`src/rtl/branch_resolve_unit_pkg.sv`:
```
// -----------------------------------------------------------------------------
// branch_resolve_unit_pkg
//   Shared definitions for the EX-stage branch resolve unit and its comparator.
//   - Branch-kind bit indices (BEQ..BGEU = 0..5) into the one-hot kind vector.
//   - Resolve FSM state encodings (RUN = 1'b0, SHADOW = 1'b1).
//   - kind_is_legal(): true when exactly one kind bit is set.
// -----------------------------------------------------------------------------
package branch_resolve_unit_pkg;

  localparam int BEQ       = 0;
  localparam int BNE       = 1;
  localparam int BLT       = 2;
  localparam int BGE       = 3;
  localparam int BLTU      = 4;
  localparam int BGEU      = 5;
  localparam int NUM_KINDS = 6;

  typedef logic [NUM_KINDS-1:0] kind_t;

  typedef enum logic {
    RUN    = 1'b0,
    SHADOW = 1'b1
  } state_e;

  // Exactly one bit set: non-zero and clearing the lowest set bit leaves zero.
  function automatic logic kind_is_legal(input kind_t kind);
    return (kind != '0) && ((kind & (kind - kind_t'(1))) == '0);
  endfunction

endpackage

```
`src/rtl/branch_resolve_unit_comparator.sv`:
```
// -----------------------------------------------------------------------------
// branch_comparator
//   Purely combinational branch condition evaluator. Shared by the EX-stage
//   resolve unit and intended for reuse by an ID-stage early resolver.
//
//   Parameters:
//     XLEN   operand width
//   Ports:
//     rs1    in  XLEN  first operand
//     rs2    in  XLEN  second operand
//     kind   in  6     one-hot branch kind (BEQ..BGEU)
//     taken  out 1     condition true; 0 for an illegal (zero/multi-hot) kind
// -----------------------------------------------------------------------------
module branch_comparator
  import branch_resolve_unit_pkg::*;
#(
  parameter int XLEN = 32
) (
  input  logic [XLEN-1:0] rs1,
  input  logic [XLEN-1:0] rs2,
  input  kind_t           kind,
  output logic            taken
);

  kind_t hits;

  // NOTE: every signal written in always_comb gets a default first, so no
  // path leaves it unassigned and no latch is inferred.
  always_comb begin
    hits       = '0;
    hits[BEQ]  = (rs1 == rs2);
    hits[BNE]  = (rs1 != rs2);
    hits[BLT]  = ($signed(rs1) <  $signed(rs2));
    hits[BGE]  = ($signed(rs1) >= $signed(rs2));
    hits[BLTU] = (rs1 <  rs2);
    hits[BGEU] = (rs1 >= rs2);
  end

  // A malformed kind vector must never look like a taken branch.
  assign taken = kind_is_legal(kind) && (|(kind & hits));

endmodule

```
`src/rtl/branch_resolve_unit.sv`:
```
// -----------------------------------------------------------------------------
// branch_resolve_unit
//   EX-stage branch resolution, directly downstream of the branch predictor.
//   Evaluates the B-type branch in EX, compares the real outcome with the
//   prediction piped from IF, raises a combinational redirect on mismatch and
//   registers a one-cycle "branch_failed" bundle used by the predictor and RAS
//   for rollback while the pipeline flushes. After a mispredict the unit sits
//   in SHADOW for SHADOW_CYCLES unstalled cycles, during which EX holds
//   wrong-path instructions that must not redirect again.
//
//   Optional build macro: BRANCH_PERF_CNT_EN adds saturating perf counters.
//
//   Parameters:
//     XLEN           operand / PC width
//     SHADOW_CYCLES  wrong-path cycles after a mispredict (1..3)
//   Ports:
//     clk, rst_n                      clock, async active-low reset
//     PL_stall, PL_stall_inner        stalls; hold all state, mask mispredict
//     B_type_ex                       EX holds a conditional branch
//     beq_ex..bgeu_ex                 one-hot branch kind
//     pc_ex, imme_ex                  branch PC and sign-extended offset
//     rs1_data, rs2_data              forwarded operands
//     prediction_ex                   predicted taken
//     corrected_result                real outcome (comb)
//     mispredict                      redirect request (comb)
//     redirect_pc                     pc_ex+imme_ex if taken else pc_ex+4 (comb)
//     B_type_branch_failed            registered failed-branch valid
//     beq..bgeu_branch_failed         registered kind of failed branch
//     pc_branch_filled                registered PC of failed branch
//     B_type_result_branch_failed     registered real outcome of failed branch
//     perf_branch_cnt                 [BRANCH_PERF_CNT_EN] branches seen in RUN
//     perf_mispredict_cnt             [BRANCH_PERF_CNT_EN] mispredicts raised
// -----------------------------------------------------------------------------
module branch_resolve_unit
  import branch_resolve_unit_pkg::*;
#(
  parameter int XLEN          = 32,
  parameter int SHADOW_CYCLES = 1
) (
  input  logic            clk,
  input  logic            rst_n,
  input  logic            PL_stall,
  input  logic            PL_stall_inner,
  input  logic            B_type_ex,
  input  logic            beq_ex,
  input  logic            bne_ex,
  input  logic            blt_ex,
  input  logic            bge_ex,
  input  logic            bltu_ex,
  input  logic            bgeu_ex,
  input  logic [XLEN-1:0] pc_ex,
  input  logic [XLEN-1:0] imme_ex,
  input  logic [XLEN-1:0] rs1_data,
  input  logic [XLEN-1:0] rs2_data,
  input  logic            prediction_ex,
  output logic            corrected_result,
  output logic            mispredict,
  output logic [XLEN-1:0] redirect_pc,
  output logic            B_type_branch_failed,
  output logic            beq_branch_failed,
  output logic            bne_branch_failed,
  output logic            blt_branch_failed,
  output logic            bge_branch_failed,
  output logic            bltu_branch_failed,
  output logic            bgeu_branch_failed,
  output logic [XLEN-1:0] pc_branch_filled,
  output logic            B_type_result_branch_failed
`ifdef BRANCH_PERF_CNT_EN
  ,
  output logic [31:0]     perf_branch_cnt,
  output logic [31:0]     perf_mispredict_cnt
`endif
);

  // Counter is wide enough for SHADOW_CYCLES up to 3 (loads 0..2).
  localparam logic [1:0] SHADOW_LOAD = 2'(SHADOW_CYCLES - 1);

  kind_t      kind;
  kind_t      failed_kind;
  logic       taken;
  logic       stall;
  state_e     state;
  state_e     state_next;
  logic [1:0] shadow_cnt;
  logic [1:0] shadow_cnt_next;

  assign kind[BEQ]  = beq_ex;
  assign kind[BNE]  = bne_ex;
  assign kind[BLT]  = blt_ex;
  assign kind[BGE]  = bge_ex;
  assign kind[BLTU] = bltu_ex;
  assign kind[BGEU] = bgeu_ex;

  assign stall = PL_stall | PL_stall_inner;

  branch_comparator #(
    .XLEN (XLEN)
  ) u_comparator (
    .rs1   (rs1_data),
    .rs2   (rs2_data),
    .kind  (kind),
    .taken (taken)
  );

  // --------------------------------------------------------------------------
  // Combinational resolution
  // --------------------------------------------------------------------------
  assign corrected_result = B_type_ex & taken;

  // Both targets wrap modulo 2^XLEN by construction of the XLEN-bit adds.
  assign redirect_pc = corrected_result ? (pc_ex + imme_ex) : (pc_ex + XLEN'(4));

  // Masked while stalled so the predictor rollback fires exactly once, on the
  // cycle the branch actually leaves EX.
  assign mispredict = B_type_ex && (corrected_result != prediction_ex) &&
                      (state == RUN) && !stall;

  // --------------------------------------------------------------------------
  // RUN / SHADOW FSM
  // --------------------------------------------------------------------------
  always_comb begin
    state_next      = state;
    shadow_cnt_next = shadow_cnt;
    if (!stall) begin
      case (state)
        RUN: begin
          if (mispredict) begin
            state_next      = SHADOW;
            shadow_cnt_next = SHADOW_LOAD;
          end
        end
        SHADOW: begin
          if (shadow_cnt == 2'd0) begin
            state_next = RUN;
          end else begin
            shadow_cnt_next = shadow_cnt - 2'd1;
          end
        end
        default: state_next = RUN;
      endcase
    end
  end

  // NOTE: sequential state uses non-blocking assignments so every register
  // samples the pre-edge values regardless of process evaluation order.
  always_ff @(posedge clk or negedge rst_n) begin
    if (!rst_n) begin
      state      <= RUN;
      shadow_cnt <= 2'd0;
    end else begin
      state      <= state_next;
      shadow_cnt <= shadow_cnt_next;
    end
  end

  // --------------------------------------------------------------------------
  // Failed-branch bundle: valid/kind pulse for one unstalled cycle; PC and
  // outcome keep the last failed branch for late consumers.
  // --------------------------------------------------------------------------
  always_ff @(posedge clk or negedge rst_n) begin
    if (!rst_n) begin
      B_type_branch_failed        <= 1'b0;
      failed_kind                 <= '0;
      pc_branch_filled            <= '0;
      B_type_result_branch_failed <= 1'b0;
    end else if (!stall) begin
      B_type_branch_failed <= mispredict;
      failed_kind          <= mispredict ? kind : '0;
      if (mispredict) begin
        pc_branch_filled            <= pc_ex;
        B_type_result_branch_failed <= corrected_result;
      end
    end
  end

  assign beq_branch_failed  = failed_kind[BEQ];
  assign bne_branch_failed  = failed_kind[BNE];
  assign blt_branch_failed  = failed_kind[BLT];
  assign bge_branch_failed  = failed_kind[BGE];
  assign bltu_branch_failed = failed_kind[BLTU];
  assign bgeu_branch_failed = failed_kind[BGEU];

`ifdef BRANCH_PERF_CNT_EN
  // --------------------------------------------------------------------------
  // Saturating performance counters
  // --------------------------------------------------------------------------
  always_ff @(posedge clk or negedge rst_n) begin
    if (!rst_n) begin
      perf_branch_cnt     <= '0;
      perf_mispredict_cnt <= '0;
    end else begin
      if (!stall && B_type_ex && (state == RUN) && (perf_branch_cnt != '1)) begin
        perf_branch_cnt <= perf_branch_cnt + 32'd1;
      end
      if (mispredict && (perf_mispredict_cnt != '1)) begin
        perf_mispredict_cnt <= perf_mispredict_cnt + 32'd1;
      end
    end
  end
`endif

endmodule

```
`config.mk`:
```
export PLATFORM = sky130hd
export DESIGN_NAME = branch_resolve_unit
export DESIGN_NICKNAME = d
export VERILOG_FILES = /design/src/rtl/branch_resolve_unit_pkg.sv /design/src/rtl/branch_resolve_unit_comparator.sv /design/src/rtl/branch_resolve_unit.sv
export SDC_FILE = /design/constraint.sdc
export NUM_CORES = 1
export LEC_CHECK = 0
export CAP_MARGIN = 20
export CORE_MARGIN = 10
export CORE_UTILIZATION = 44
export CTS_CLUSTER_SIZE = 10
export DETAILED_ROUTE_END_ITERATION = 16
export PLACE_DENSITY = 0.83
export SLEW_MARGIN = 20
export SYNTH_ARGS = -nofsm -noshare
export SYNTH_HDL_FRONTEND = slang
export SYNTH_SLANG_ARGS = --single-unit
```
`constraint.sdc`:
```
create_clock -name clk -period 5.6 [get_ports clk]
set_clock_uncertainty 0.15 [all_clocks]
set_input_delay 1.12 -clock clk [delete_from_list [all_inputs] [get_ports clk]]
set_output_delay 1.12 -clock clk [all_outputs]
set_load 0.005 [all_outputs]
```
## Yosys cells after proc, flatten, opt, wreduce, memory -nomap -nowiden

Cells that the tools add are included.

| storage, ports and cells | value |
|---|---|
| bits in read-only memories | 0 |
| memory bits (writable) | 0 |
| input bits | 140 |
| word-level logic and storage cells | 45 |
| output and inout port bits | 74 |
| register bits after elaboration | 43 |
| memories kept | 0 |
| latch bits | 0 |

| operators by class | value |
|---|---|
| reductions and logical operators | 12 |
| $lt $le $gt $ge | 4 |
| equal/unequal tests | 5 |
| div/mod/pow operators | 0 |
| mux-type cells | 8 |
| shift-type cells | 0 |
| $add $sub $neg | 4 |
| bitwise logic cells | 6 |
| multipliers | 0 |

Operator list:

| cell | number |
|---|---|
| greater-or-equal comparator 32 bit | 2 |
| less-than comparator 32 bit | 2 |
| adder 32 x 3 -> 32 bit, second input constant | 1 |
| adder 32 bit | 1 |
| == test 32 bit | 1 |
| two-way mux 32 bit | 1 |
| inequality test 32 bit | 1 |
| AND 6 bit | 2 |
| zero test 6 bit | 1 |
| two-way mux 6 bit | 1 |
| nonzero test 6 bit | 1 |
| OR reduction 6 bit | 1 |
| subtractor 6 x 1 -> 6 bit, second input constant | 1 |
| logical AND 1 bit | 5 |
| two-way mux 2 bit | 2 |
| inequality test 2 bit, second input constant | 2 |
| one-hot mux 2 bit (2 select lines) | 1 |
| AND reduction 3 bit | 1 |
| zero test 2 bit | 1 |
| two-way mux 1 bit | 2 |
| NOT 1 bit | 2 |
| one-hot mux 1 bit (2 select lines) | 1 |
| AND reduction 2 bit | 1 |
| subtractor 2 x 1 -> 2 bit, second input constant | 1 |
| 4 further kinds | 4 |

## Logic depth before layout (Yosys ltp)

| logic depth | value |
|---|---|
| depth in word-level cells | 12 |
| depth in mapped cells | 14 |
| gate-level depth less buffers | 13 |

## Modules after synthesis

Synthesis repeated with hierarchy kept, for this count alone.

| second synthesis, totals | value |
|---|---|
| cell total of the unflattened synthesis | 671 |
| area total of the unflattened synthesis | 4,984.8 um^2 |

Modules (own cells, without submodules):

| module | sequential area each (um^2) | instances | area an instance (um^2) | cells an instance |
|---|---|---|---|---|
| branch_resolve_unit | 1,076.0 | 1 | 4,017.6 | 538 |
| branch_comparator | 0.0 | 1 | 967.2 | 133 |

## Worst setup path before layout

No wires, ideal clock.

| timing | value |
|---|---|
| path kind | input-to-output |
| from | input rs2_data[31] |
| to | output mispredict |
| buffers on the path | 1 |
| arrival | 3,638 ps |
| stages | 13 |
| path slack | 692 ps |
| cells stage by stage | inv_1 -> ha_1 -> nand4_2 -> nor4_4 -> nand3_1 -> a21oi_2 -> nor3_1 -> a221o_1 -> o31ai_4 -> inv_2 -> xnor2_2 -> nor2_4 -> buf_2 |

| between the ends | value |
|---|---|
| word-level cells in the longest chain between the ends | 9 |
| elaborated cells between the ends (all ways) | 14 |
| classes of those cells | order compare: 4; eq/ne: 3; bitwise: 2; reduce/logical: 5 |

RTL lines:

| item | RTL line | source |
|---|---|---|
| start, declared | branch_resolve_unit.sv:54 | `input logic [XLEN-1:0] rs2_data,` |
| less-than comparator 32 bit (tied with other cells) | branch_resolve_unit_comparator.sv:33 | `hits[BLT] = ($signed(rs1) < $signed(rs2));` |
| AND 6 bit (*) | branch_resolve_unit_comparator.sv:40 | `assign taken = kind_is_legal(kind) && (\|(kind & hits));` |
| OR reduction 6 bit (*) | branch_resolve_unit_comparator.sv:40 |  |
| logical AND 1 bit (*) | branch_resolve_unit_comparator.sv:40 |  |
| AND 1 bit (*) | branch_resolve_unit.sv:108 | `assign corrected_result = B_type_ex & taken;` |
| inequality test 1 bit (*) | branch_resolve_unit.sv:115 | `assign mispredict = B_type_ex && (corrected_result != prediction_ex) &&` |
| logical AND 1 bit (*) (2 in a row) | branch_resolve_unit.sv:115 |  |
| logical AND 1 bit (*) | branch_resolve_unit.sv:116 | `(state == RUN) && !stall;` |
| end, declared | branch_resolve_unit.sv:57 | `output logic mispredict,` |

Every way passes the cells marked *; elsewhere a longest branch is shown, timed or not.

## Worst setup path after layout

| timing | value |
|---|---|
| from | input rs2_data[10] |
| to | output redirect_pc[13] |

| between the ends | value |
|---|---|
| word-level cells in the longest chain between the ends | 6 |
| elaborated cells between the ends (all ways) | 11 |
| classes of those cells | order compare: 4; eq/ne: 2; mux: 1; bitwise: 2; reduce/logical: 2 |

RTL lines:

| item | RTL line | source |
|---|---|---|
| less-than comparator 32 bit (tied with other cells) | branch_resolve_unit_comparator.sv:33 |  |
| AND 6 bit (*) | branch_resolve_unit_comparator.sv:40 |  |
| OR reduction 6 bit (*) | branch_resolve_unit_comparator.sv:40 |  |
| logical AND 1 bit (*) | branch_resolve_unit_comparator.sv:40 |  |
| AND 1 bit (*) | branch_resolve_unit.sv:108 |  |
| two-way mux 32 bit (*) | branch_resolve_unit.sv:111 | `assign redirect_pc = corrected_result ? (pc_ex + imme_ex) : (pc_ex + XLEN'(4));` |
| end, declared | branch_resolve_unit.sv:58 | `output logic [XLEN-1:0] redirect_pc,` |

Marks and branches as above.

==> flow_summary.ini <==
[global_route]
met1_usage_pct = 24.7
grt_pass1_wl_um = 30600
grt_usage_pct = 22.9
grt-busiest-layer = met2
antenna_found_initial = 0
grt_pass1_vias = 6073
grt_start_max_net_pins = 44
use_met2_pct = 42.4
grt_use_met3_pct = 4.83
grt_overflow = 0

[die]
placementRows = 38
dieHeight_um = 127
initial_core_util_pct = 45.6
ioPinCount = 214
die_x_um = 127
dieArea_um2 = 16100
coreArea_um2 = 11000

[cts]
cts_made_buffers = 5
holdBufCountCts = 0
cts_tree = yes
root_buffer = clkbuf_16
h-tree-depth = 2
clk_pin_slew_ns = 0.06
clk_latency_ns = 0.29
cts.sinks = 43
clockBufferDepth = 2

[worst_hold_path]
hp-class = flip-flop to flip-flop

[logic_synthesis]
ys.warnings.count = 0
netlist_area_um2 = 5030
synthArstFlopShare_pct = 100
synthFlopType = dfrtp_1
ys_types = 61
synthesis.nets = 788
synth-edff-count = 0
ys_ff_latch = 43
syn_inst = 582
yosysSeqAreaShare_pct = 21.4
avgSynthCellArea_um2 = 8.64

[cells_and_area]
fin_nets = 1088
final_cell_mix = clkdlybuf4s50_1 (163), buf_4 (80), ha_1 (47)
seqCellArea_um2 = 1080
area_growth_pct = 73.1
final_cells = 1023
n_antenna_cell = 0
fill_cells = 718
multi_input_area_um2 = 4190
final_common_cell = clkdlybuf4s50_1
drive_above_1_share_pct = 25.9

[drt]
drt_iter0_drc = 312
num_vias = 5720
drc = 0
avgViaCountPerCell = 5.59
drtAntennaViolNets = 0
first_pass_iters = 7
routed_wirelength_um = 20600
avgRoutedWirePerCell_um = 20.1

[sta]
finalSetupViolCount = 10
fin_crit_ns = 5.64
tightest_slew_ns = 0.719
slew_headroom_pct = 52.1
fmax_mhz = 177
fin_crit_sh_pct = 101
hold_viol = 0
setup_ws_ns = -0.0397
slew_violations = 0
holdWs_ns = 0.325
rsz0062_at_grt = yes

[run]
cap_violations = 0

[setup_path]
crit_fanout = 13
crit_path_end_kind = output port
crit_arrival_ns = 4.37
critPathLaunchType = input pin
cp.required_ns = 4.33
path_class = input pin to output port

[placed_design]
gp_congestion = 0.929
io_buffers = 213
dp_hpwl_um = 15900
place_inst = 1004

[power_and_ir_drop]
vdd_ir_drop_max_mv = 0.204
p_leak_nw = 4.02
power_mw = 1.71
power.density_nw_per_um2 = 196

[status]
outcome = finished, violations left
failed_checks = negative setup slack
==> per-stage QoR <==
stage          setup TNS, ns  cell area (um2)  setup WS, ns  util (%)
2_1_floorplan              0             5030         0.692         -
3_3_place_gp           -8.49             7900        -0.375      71.6
3_5_place_dp          -12.43             7900        -0.499      71.6
4_1_cts              -0.0326             8320       -0.0251      75.4
5_1_grt                -3.98             8700        -0.182      78.9
6_report              -0.207             8700       -0.0397      78.9
==> where the power goes <==
part,switching (mW),internal [mW],leakage [nW]
Combinational,0.352,0.538,3.39
Clock,0.130,0.256,0.0911
Sequential,0.0451,0.388,0.531
==> kinds of logic (layout without fill, tap and decap cells) <==
kind of cell	after synthesis	count (layout)	share of synthesized area (%)
AOI/OAI and AO/OA	156	156	20.5
xor gates and xnor gates	53	53	9.38
adders and majority gates	66	66	16.6
buffers and inverters	57	358	4.73
DFF	43	43	21.4
muxes	37	37	10.4
and+or+nand+nor	170	170	17.0
==> per-layer routing <==
layer | vias to the layer above | wire (um) | part of all wire, %
met4 | 0 | 697 | 3.4
met5 | - | 0 | 0
met3 | 51 | 1080 | 5.2
met2 | 212 | 10900 | 53
li1 | 2715 | - | -
met1 | 2742 | 7920 | 38
==> what timing repair did <==
item                                    in CTS  in global routing
endpoints found under the setup margin      34                 34
resized for setup                           83                100
pin swaps                                   11                 23
cloned                                       0                  3
buffers inserted                             5                  2
==> cell type report <==
type / count / area share [%]
flip-flops and latches: 43 / 12.4
multi-input cells: 482 / 48.2
clock inverters: 2 / 0.690
clock buffers: 6 / 1.48
inverters: 44 / 1.93
well taps: 140 / 2.01
repair buffers: 306 / 33.4
==> final timing paths <==
check	from	end	slack (ns)	cells after the start
setup / recovery	rs2_data[10]	redirect_pc[13]	-0.04	15
hold / removal	B_type_branch_failed	B_type_branch_failed	0.32	1
setup reg to reg	state	pc_branch_filled[5]	3.52	4
hold reg to reg	B_type_branch_failed	B_type_branch_failed	0.32	1
max in group asynchronous	rst_n	pc_branch_filled[1]	4.11	2
min in group asynchronous	rst_n	pc_branch_filled[22]	0.67	1
==> state kept, by name, summed over array words and instances, names as in the netlist <==
name,count
failed_kind,6
shadow_cnt,2
state,1
B_type_result_branch_failed,1
B_type_branch_failed,1
pc_branch_filled,32
==> Yosys cell counts, types with 5 or more instances <==
cell	count	share of area (%)
a22o_1	6	1.0
xnor2_1	30	5.2
clkbuf_1	9	0.67
a21o_1	28	4.2
nand3_1	26	2.6
nand4_1	15	1.9
mux2_2	5	1.1
inv_1	43	3.2
a21oi_1	45	4.5
xor2_1	22	3.8
nand2b_1	7	0.87
nor3_1	8	0.80
o21ai_0	33	3.3
nand2_1	45	3.4
ha_1	65	16
nor2_1	39	2.9
mux2_4	29	8.7
o21a_1	7	1.0
dfrtp_1	43	21
==> worst max-delay path, stage by stage <==
cell and delay [ns]:
clkdlybuf4s50_1 0.49, inv_1 0.06, ha_1 0.29, nand2_1 0.07
o21ai_1 0.09, a221oi_2 0.26, buf_4 0.17, o211ai_4 0.11
o41ai_2 0.40, a211oi_2 0.15, o31ai_4 0.37, inv_4 0.14
buf_6 0.18, a31o_2 0.20, dlygate4sd2_1 0.26
(Power assumes the default switching activity.)
